==> src/rtl/ps2_tx_pkg.sv <==
// Shared types and helpers for the PS/2 device-side transmitter.
// Holds the FSM state encoding, frame geometry and the parity rule.
package ps2_tx_pkg;

    typedef enum logic [1:0] {
        IDLE  = 2'd0,
        FRAME = 2'd1,
        GAP   = 2'd2
    } tx_state_t;

    localparam int FRAME_BITS = 11;

    // Odd parity: data ones plus parity bit always total an odd number.
    function automatic logic odd_parity(input logic [7:0] b);
        return ~^b;
    endfunction

endpackage

==> src/rtl/ps2_tx_fifo.sv <==
// Synchronous FIFO, registered count; read data is combinational from the head slot.
// Writes are refused while full even if a read happens on the same edge.
module ps2_tx_fifo #(
    parameter int AW = 3,
    parameter int DW = 8
) (
    input  logic          clk_sys,
    input  logic          reset_n,
    input  logic          wr_vld,
    input  logic [DW-1:0] wr_dat,
    input  logic          rd_en,
    output logic [DW-1:0] rd_dat,
    output logic          full,
    output logic          empty,
    output logic [AW:0]   count
);

    localparam int DEPTH = 2 ** AW;

    logic [DW-1:0] mem [DEPTH];
    logic [AW-1:0] wr_ptr;
    logic [AW-1:0] rd_ptr;
    logic          push;
    logic          pop;

    assign full   = (count == (AW + 1)'(DEPTH));
    assign empty  = (count == '0);
    assign push   = wr_vld & ~full;
    assign pop    = rd_en & ~empty;
    assign rd_dat = mem[rd_ptr];

    always_ff @(posedge clk_sys or negedge reset_n) begin
        if (!reset_n) begin
            wr_ptr <= '0;
            rd_ptr <= '0;
            count  <= '0;
        end else begin
            if (push) wr_ptr <= wr_ptr + AW'(1);
            if (pop)  rd_ptr <= rd_ptr + AW'(1);
            case ({push, pop})
                2'b10:   count <= count + (AW + 1)'(1);
                2'b01:   count <= count - (AW + 1)'(1);
                default: count <= count;
            endcase
        end
    end

    always_ff @(posedge clk_sys) begin
        if (push) mem[wr_ptr] <= wr_dat;
    end

endmodule

==> src/rtl/ps2_kbd_tx.sv <==
// PS/2 keyboard-side transmitter: queued bytes become 11-bit frames on registered clk/data lines.
// Start bit shows two edges after a push into an idle block; din_ready drops when the FIFO is full.
module ps2_kbd_tx
    import ps2_tx_pkg::*;
#(
    parameter int HALF_PERIOD = 2000,
    parameter int GAP_CYCLES  = 4000,
    parameter int FIFO_AW     = 3
) (
    input  logic       clk_sys,
    input  logic       reset_n,
    input  logic [7:0] din,
    input  logic       din_valid,
    output logic       din_ready,
    output logic       ps2_clk,
    output logic       ps2_data,
    output logic       busy,
    output logic       overflow
);

    localparam int PH_W  = $clog2(2 * HALF_PERIOD);
    localparam int GAP_W = $clog2(GAP_CYCLES + 1);

    localparam logic [PH_W-1:0]  PH_HALF  = PH_W'(HALF_PERIOD);
    localparam logic [PH_W-1:0]  PH_LAST  = PH_W'(2 * HALF_PERIOD - 1);
    localparam logic [GAP_W-1:0] GAP_LAST = GAP_W'(GAP_CYCLES - 1);
    localparam logic [3:0]       BIT_LAST = 4'(FRAME_BITS - 1);

    tx_state_t             state, state_nxt;
    logic [FRAME_BITS-1:0] sh, sh_nxt;
    logic [3:0]            bit_idx, bit_nxt;
    logic [PH_W-1:0]       phase, ph_nxt;
    logic [GAP_W-1:0]      gap_cnt, gap_nxt;
    logic                  clk_nxt, data_nxt;

    logic                  pop;
    logic [7:0]            fifo_dat;
    logic                  fifo_full;
    logic                  fifo_empty;
    logic [FIFO_AW:0]      fifo_count;

    ps2_tx_fifo #(
        .AW (FIFO_AW),
        .DW (8)
    ) u_fifo (
        .clk_sys (clk_sys),
        .reset_n (reset_n),
        .wr_vld  (din_valid),
        .wr_dat  (din),
        .rd_en   (pop),
        .rd_dat  (fifo_dat),
        .full    (fifo_full),
        .empty   (fifo_empty),
        .count   (fifo_count)
    );

    assign din_ready = ~fifo_full;
    assign overflow  = din_valid & fifo_full;
    assign busy      = (state != IDLE) | (fifo_count != '0);

    always_ff @(posedge clk_sys or negedge reset_n) begin
        if (!reset_n) begin
            state    <= IDLE;
            sh       <= '1;
            bit_idx  <= '0;
            phase    <= '0;
            gap_cnt  <= '0;
            ps2_clk  <= 1'b1;
            ps2_data <= 1'b1;
        end else begin
            state    <= state_nxt;
            sh       <= sh_nxt;
            bit_idx  <= bit_nxt;
            phase    <= ph_nxt;
            gap_cnt  <= gap_nxt;
            ps2_clk  <= clk_nxt;
            ps2_data <= data_nxt;
        end
    end

    // Line outputs are decoded from the current state and registered, so they trail it by one cycle.
    always_comb begin
        state_nxt = state;
        sh_nxt    = sh;
        bit_nxt   = bit_idx;
        ph_nxt    = phase;
        gap_nxt   = gap_cnt;
        pop       = 1'b0;
        clk_nxt   = 1'b1;
        data_nxt  = 1'b1;
        case (state)
            IDLE: begin
                if (!fifo_empty) begin
                    pop       = 1'b1;
                    sh_nxt    = {1'b1, odd_parity(fifo_dat), fifo_dat, 1'b0};
                    bit_nxt   = '0;
                    ph_nxt    = '0;
                    state_nxt = FRAME;
                end
            end
            FRAME: begin
                clk_nxt  = (phase < PH_HALF);
                data_nxt = sh[bit_idx];
                if (phase == PH_LAST) begin
                    ph_nxt = '0;
                    if (bit_idx == BIT_LAST) begin
                        gap_nxt   = '0;
                        state_nxt = GAP;
                    end else begin
                        bit_nxt = bit_idx + 4'd1;
                    end
                end else begin
                    ph_nxt = phase + PH_W'(1);
                end
            end
            GAP: begin
                if (gap_cnt == GAP_LAST) begin
                    state_nxt = IDLE;
                end else begin
                    gap_nxt = gap_cnt + GAP_W'(1);
                end
            end
            default: state_nxt = IDLE;
        endcase
    end

endmodule
==> config.mk <==
export PLATFORM = sky130hd
export DESIGN_NAME = ps2_kbd_tx
export DESIGN_NICKNAME = d
export VERILOG_FILES = /design/src/rtl/ps2_tx_pkg.sv /design/src/rtl/ps2_tx_fifo.sv /design/src/rtl/ps2_kbd_tx.sv
export SDC_FILE = /design/constraint.sdc
export NUM_CORES = 1
export LEC_CHECK = 0
export BUFFER_PORTS_ARGS = -buffer_cell sky130_fd_sc_hd__buf_4
export CAP_MARGIN = 20
export CORE_MARGIN = 2
export CORE_UTILIZATION = 43
export CTS_BUF_LIST = sky130_fd_sc_hd__clkbuf_4
export CTS_CLUSTER_SIZE = 20
export DETAILED_ROUTE_END_ITERATION = 16
export GPL_ROUTABILITY_DRIVEN = 0
export SLEW_MARGIN = 20
export SYNTH_ARGS = -nofsm -noshare
export SYNTH_HDL_FRONTEND = slang
export SYNTH_SLANG_ARGS = --single-unit
==> constraint.sdc <==
create_clock -name clk_sys -period 2.95 [get_ports clk_sys]
set_input_delay 0.1475 -clock clk_sys [delete_from_list [all_inputs] [get_ports clk_sys]]
set_output_delay 0.1475 -clock clk_sys [all_outputs]
set_load 0.02 [all_outputs]
# Yosys cells after proc, flatten, opt, wreduce, memory -nomap -nowiden
# Memory sizes are Yosys's and may differ from the RTL's.
# Index checks and enable logic that the tools add are counted.
# word_totals
in_bits,11
output_inout_bits,5
ram_bits,64
memories,1
elab_cells,78
regBits,52
# memory_table
name,words,width,read_ports,rd_ports_with_merged_regs,wr,line,source
u_fifo.mem,8,8,1,0,1,ps2_tx_fifo.sv:20,logic [DW-1:0] mem [DEPTH];
# op_classes
n_lt_le_gt_ge,2
reduce_logical,13
mux,25
n_bitwise,6
addsub,7
eq_ne,14
# ops
cell,n
12-bit 2-to-1 mux,5
12-bit one-hot mux with 2 select lines,2
12-bit by 1-bit adder with 12-bit output (second input constant),2
12-bit equality test (second input constant),2
4-bit one-hot mux with 2 select lines,2
12-bit by 11-bit less-than comparator with 1-bit output (second input constant),1
4-bit 2-to-1 mux,3
2-bit != test (second input constant),6
4-bit AND reduction,3
4-bit by 1-bit adder with 4-bit output (second input constant),2
4-bit equality test (second input constant),2
2-bit 2-to-1 mux,4
2-bit nonzero test,4
8-bit XNOR reduction,1
1-bit 2-to-1 mux,7
3-bit by 1-bit adder with 3-bit output (second input constant),2
2-bit one-hot mux with 3 select lines,1
4-bit by 5-bit less-than comparator with 1-bit output (second input constant),1
1-bit binary-select mux with 4-bit select,1
2-bit by 1-bit equality test with 1-bit output (second input constant),2
2-bit equality test (second input constant),2
4-bit zero test,1
2-bit AND reduction,2
4-bit nonzero test,1
other kinds (5),8

# Depth between registers and ports, before layout
# logic_depth
ltp_word,6
mapped_depth,11
ltp_nobuf,10

# Hierarchy
# Synthesis repeated with hierarchy kept, for this count alone.
# hier_totals
hier_cells,406
hier_area_um2,5480.3
# by_module_without_submodules
mod,n_inst,cells_each,seq_area_each_um2,area_each_um2
ps2_tx_fifo,1,160,2172.1,3134.3
ps2_kbd_tx,1,246,1066.0,2346.0

# Least setup slack after synthesis
# No wires, ideal clock.
# synth_timing
kind,register to register
from,register u_fifo.count[1]
to,register u_fifo.count[2]
setup_ns,0.127
stages_incl_launch_ff,12
setup_slack_ns,0.484
arrival_ns,2.339
period_less_slack_ns,2.466
path_cell_list,dfrtp_1 clkbuf_1 or4_1 nand2_1 inv_2 ha_1 xor2_1 ha_1 a21oi_1 xor2_1 nor2_1 xor2_1
# synth_via
elab_chain_len,6
word_cells_on_any_way,14
# synth_lines
element,line,source
"start, declared",ps2_tx_fifo.sv:15,output logic [AW:0] count
"start signal, assigned",ps2_tx_fifo.sv:41,2'b10: count <= count + (AW + 1)'(1);
"start signal, assigned",ps2_tx_fifo.sv:42,2'b01: count <= count - (AW + 1)'(1);
"start signal, assigned",ps2_tx_fifo.sv:43,default: count <= count;
4-bit zero test (*),ps2_tx_fifo.sv:27,assign empty = (count == '0);
1-bit 2-to-1 mux (*),ps2_kbd_tx.sv:93,if (!fifo_empty) begin
1-bit 2-to-1 mux (*),ps2_kbd_tx.sv:91,case (state)
named net pop,ps2_kbd_tx.sv:36,logic pop;
1-bit AND (*),ps2_tx_fifo.sv:29,assign pop = rd_en & ~empty;
2-bit by 1-bit equality test with 1-bit output or 2-bit equality test (tied branches),ps2_tx_fifo.sv:40,"case ({push, pop})"
4-bit one-hot mux with 2 select lines or 2-bit nonzero test (tied branches),--,
# Mark *: on every way through the listed nets, which the timed path passes. The rest lies on a longest branch.
# A chain may end at the register's enable or synchronous reset.

# Worst setup path in the final report
# Ends and elaborated chain as after synthesis.

==> summary.txt <==
STA
  • Share of the clock period used by the worst path: 0.8511
  • Final setup fails: 0
  • Min Hold Slack: roughly 0.19 ns
  • RSZ-0062 raised after global routing: no
  • Post-route setup slack: approximately 0.44 ns
  • Worst Max-Slew Pin Slew: 0.7687 ns
  • Setup TNS: 0 ns
  • Fmax: approximately 0.40 GHz
  • Worst rel slew slack: 0.4875
  • Fin. Hold Viols: 0
  • Final Slew Violations: 0
  • Minimum clock period: about 2.5 ns
  • Clock skew: around 0.017 ns

Finish
  • # diodes: 0
  • NumNets Final: 438
  • Reg area: 0.003238 sq mm
  • Area growth syn-to-layout: 13.60%
  • Layout cells sized above 1: 0.2320
  • Final instance area: approximately 0.0059 sq mm
  • Fin cells: 578
  • Multi-input logic area: 0.001829 sq mm
  • Fill count: around 1.0k
  • Fin util: 0.4942

Clock network
  • H-tree lvl count: 4
  • Cts bufs inserted: 17
  • CTS sink cnt: about 120
  • Post-cts resize count: 0
  • Post-CTS Setup Bufs: 0
  • Reg clk slew, reported paths: 0.12 ns
  • Root Buffer: clkbuf_4
  • Clock Latency Late Sink: approximately 0.52 ns
  • CTS max path bufs: 2
  • TritonCTS clock tree: yes

Routing
  • Vias: between 3k and 4k
  • Post-DRT Antenna Nets: 0
  • Wire per inst: 15.93 um
  • Vias per inst: around 5.3
  • Drt total wl: around 9200 um
  • # DRC: 0
  • DRT iter0 DRCs: approximately 190
  • Drt first pass iters: 4

Global route
  • Largest net degree at the start of global routing: 53
  • Total grt overflow: 0
  • Vias in the first global route: 3112
  • Initial antenna violation count: 0
  • Total GRT Usage: 0.1624
  • Global-route wire length before repair: between 15000 and 20000 um

Worst setup path
  • R2r endpoint: u_fifo.count[2]$_DFFE_PN0P_
  • Crit path top cell by count: xor2_1
  • CP required: ~3.4 ns
  • Buf+Inv Stages, Crit Path: 1
  • FF-to-FF path depth: 10
  • Startpoint Class: flop
  • Reg2reg start: u_fifo.count[1]$_DFFE_PN0P_
  • Worst-path cell chain: or4_1, nand2_1, inv_2, ha_1, xor2_1, ha_1, a21oi_1, xor2_1, nor2_1, xor2_1
  • Crit path largest cell delay: approximately 0.57 ns
  • Critical Path AT: slightly below 3 ns
  • Delay-heaviest family, CP: simple AND/OR/NAND/NOR gates
  • R2R Setup Slk: 0.44 ns
  • Critical-path maximum fanout: 8
  • Crit end category: flop
  • Slowest-stage cell, CP: or4_1
  • WS Path Type: reg -> reg

Pwr
  • Peak VDD IR: 0.4369 mV
  • Total power: approximately 5 mW
  • LEAKAGE: 2.203 nW
  • Pwr per Cell Area: 872.1 mW/mm^2

Placement
  • Placed instance area: 0.005499 sq mm
  • Placed cell count: 536
  • Pre-CTS setup slack: roughly 0.45 ns
  • IO Port Bufs: 15
  • Dpl hpwl: between 5000 and 6000 um

Flow run
  • Maxcap violations: 0

Floorplan
  • Die Y: approximately 110 um
  • Area of the core: between 0.01 and 0.015 sq mm
  • Ports: 16
  • Die area: between 0.01 and 0.015 sq mm
  • Num rows: 40
  • Die width: between 100 and 150 um
  • Initial Utilization: 0.4350

Yosys
  • Sequential fraction of the synthesis area: 0.6275
  • Cells after synthesis: around 370
  • Synth Net Count: around 400
  • Largest cells by area after synthesis: edfxtp_1, dfrtp_1, mux4_2
  • Area leader, netlist: edfxtp_1
  • Prevailing post-synth register cell: edfxtp_1
  • Syn Area/Cell: ~14 sq um
  • Async SR Flop Fraction: 0.4483
  • Post-synthesis cell area: between 0.005 and 0.006 sq mm
  • Post-synthesis cell type count: 50
  • EDFF count, synth: 64
  • Warnings from Yosys: 0
  • Proportion of netlist area held by the largest area contributor: 0.3725
  • #FFs+latches synth: ~120

Status
  • Outcome: complete, no violations

Min path
  • Hold Crit Class: in -> async
cell type report:
class,count,share of cell area
Sequential cell,116,0.5524
Tap cell,147,0.03138
Inverter,6,0.003842
Clock buffer,17,0.02177
Clock inverter,15,0.02305
Multi-Input combinational cell,237,0.3121
Timing Repair Buffer,40,0.05550
report_power, final:
part	internal, mW	switching [mW]
clock network	0.420	0.642
logic	0.876	0.736
registers	2.09	0.349
sequential cells by signal, indices dropped and copies added, names as in the netlist:
register       count
gap_cnt           12
u_fifo.rd_ptr      3
bit_idx            4
u_fifo.wr_ptr      3
phase             12
u_fifo.count       4
ps2_clk            1
sh                10
u_fifo.mem        64
state              2
ps2_data           1
synth_stat cells, drive strengths merged (4+ instances only):
library cell  count
nor2             24
inv               6
dfrtp            40
nand2b            4
mux2i            10
edfxtp           64
ha                9
buf               5
xnor2            16
a21oi             7
nand3            12
xor2             11
o21ai            33
and3              6
nor3             10
nand2            39
dfstp            12
mux4             18
nor2b             5
clkbuf            8
kinds of logic (layout without fill, tap and decap cells):
group           count (synthesis)  after routing  synth area share
compound gates                 52             52           0.05868
xor+xnor                       27             27           0.04729
fa+ha+maj                       9              9           0.02182
buf+inv                        19             78           0.01916
flops                         116            116            0.6275
mux                            30             30            0.1125
simple gates                  119            119            0.1130
cell usage in the layout, fill, tap and decap left out, types with 15 or more instances in the layout:
master     n
mux4_2    15
nand2_1   39
o21ai_1   24
buf_4     30
nor2_1    23
edfxtp_1  64
dfrtp_1   40
xnor2_1   15
clkbuf_4  17
layer usage:
| metal | track usage | up-vias | wire length, um |
|---|---|---|---|
| met5 | 0 | - | 0 |
| met4 | 0.06423 | 0 | 167 |
| met3 | 0.04942 | 14 | 280 |
| met2 | 0.2770 | 44 | 4759 |
| met1 | 0.1936 | 1530 | 4001 |
| li1 | - | 1484 | - |
worst max path at each step:
stage,start,end,slack (ns),depth (start not counted)
floorplan,u_fifo.count[1]$_DFFE_PN0P_,u_fifo.count[2]$_DFFE_PN0P_,0.48,11
global placement,u_fifo.count[1]$_DFFE_PN0P_,u_fifo.count[2]$_DFFE_PN0P_,0.54,10
detailed placement,u_fifo.count[1]$_DFFE_PN0P_,u_fifo.count[2]$_DFFE_PN0P_,0.45,10
CTS,u_fifo.count[1]$_DFFE_PN0P_,u_fifo.count[2]$_DFFE_PN0P_,0.42,10
global route,u_fifo.count[1]$_DFFE_PN0P_,u_fifo.count[2]$_DFFE_PN0P_,0.24,10
finish,u_fifo.count[1]$_DFFE_PN0P_,u_fifo.count[2]$_DFFE_PN0P_,0.44,10
timing repair:
item,CTS,global route
endpoints found under the hold margin,105,0
hold buffers,10,0
endpoints found under the setup margin,0,0
No activity file was read; power rests on OpenSTA's default activity.
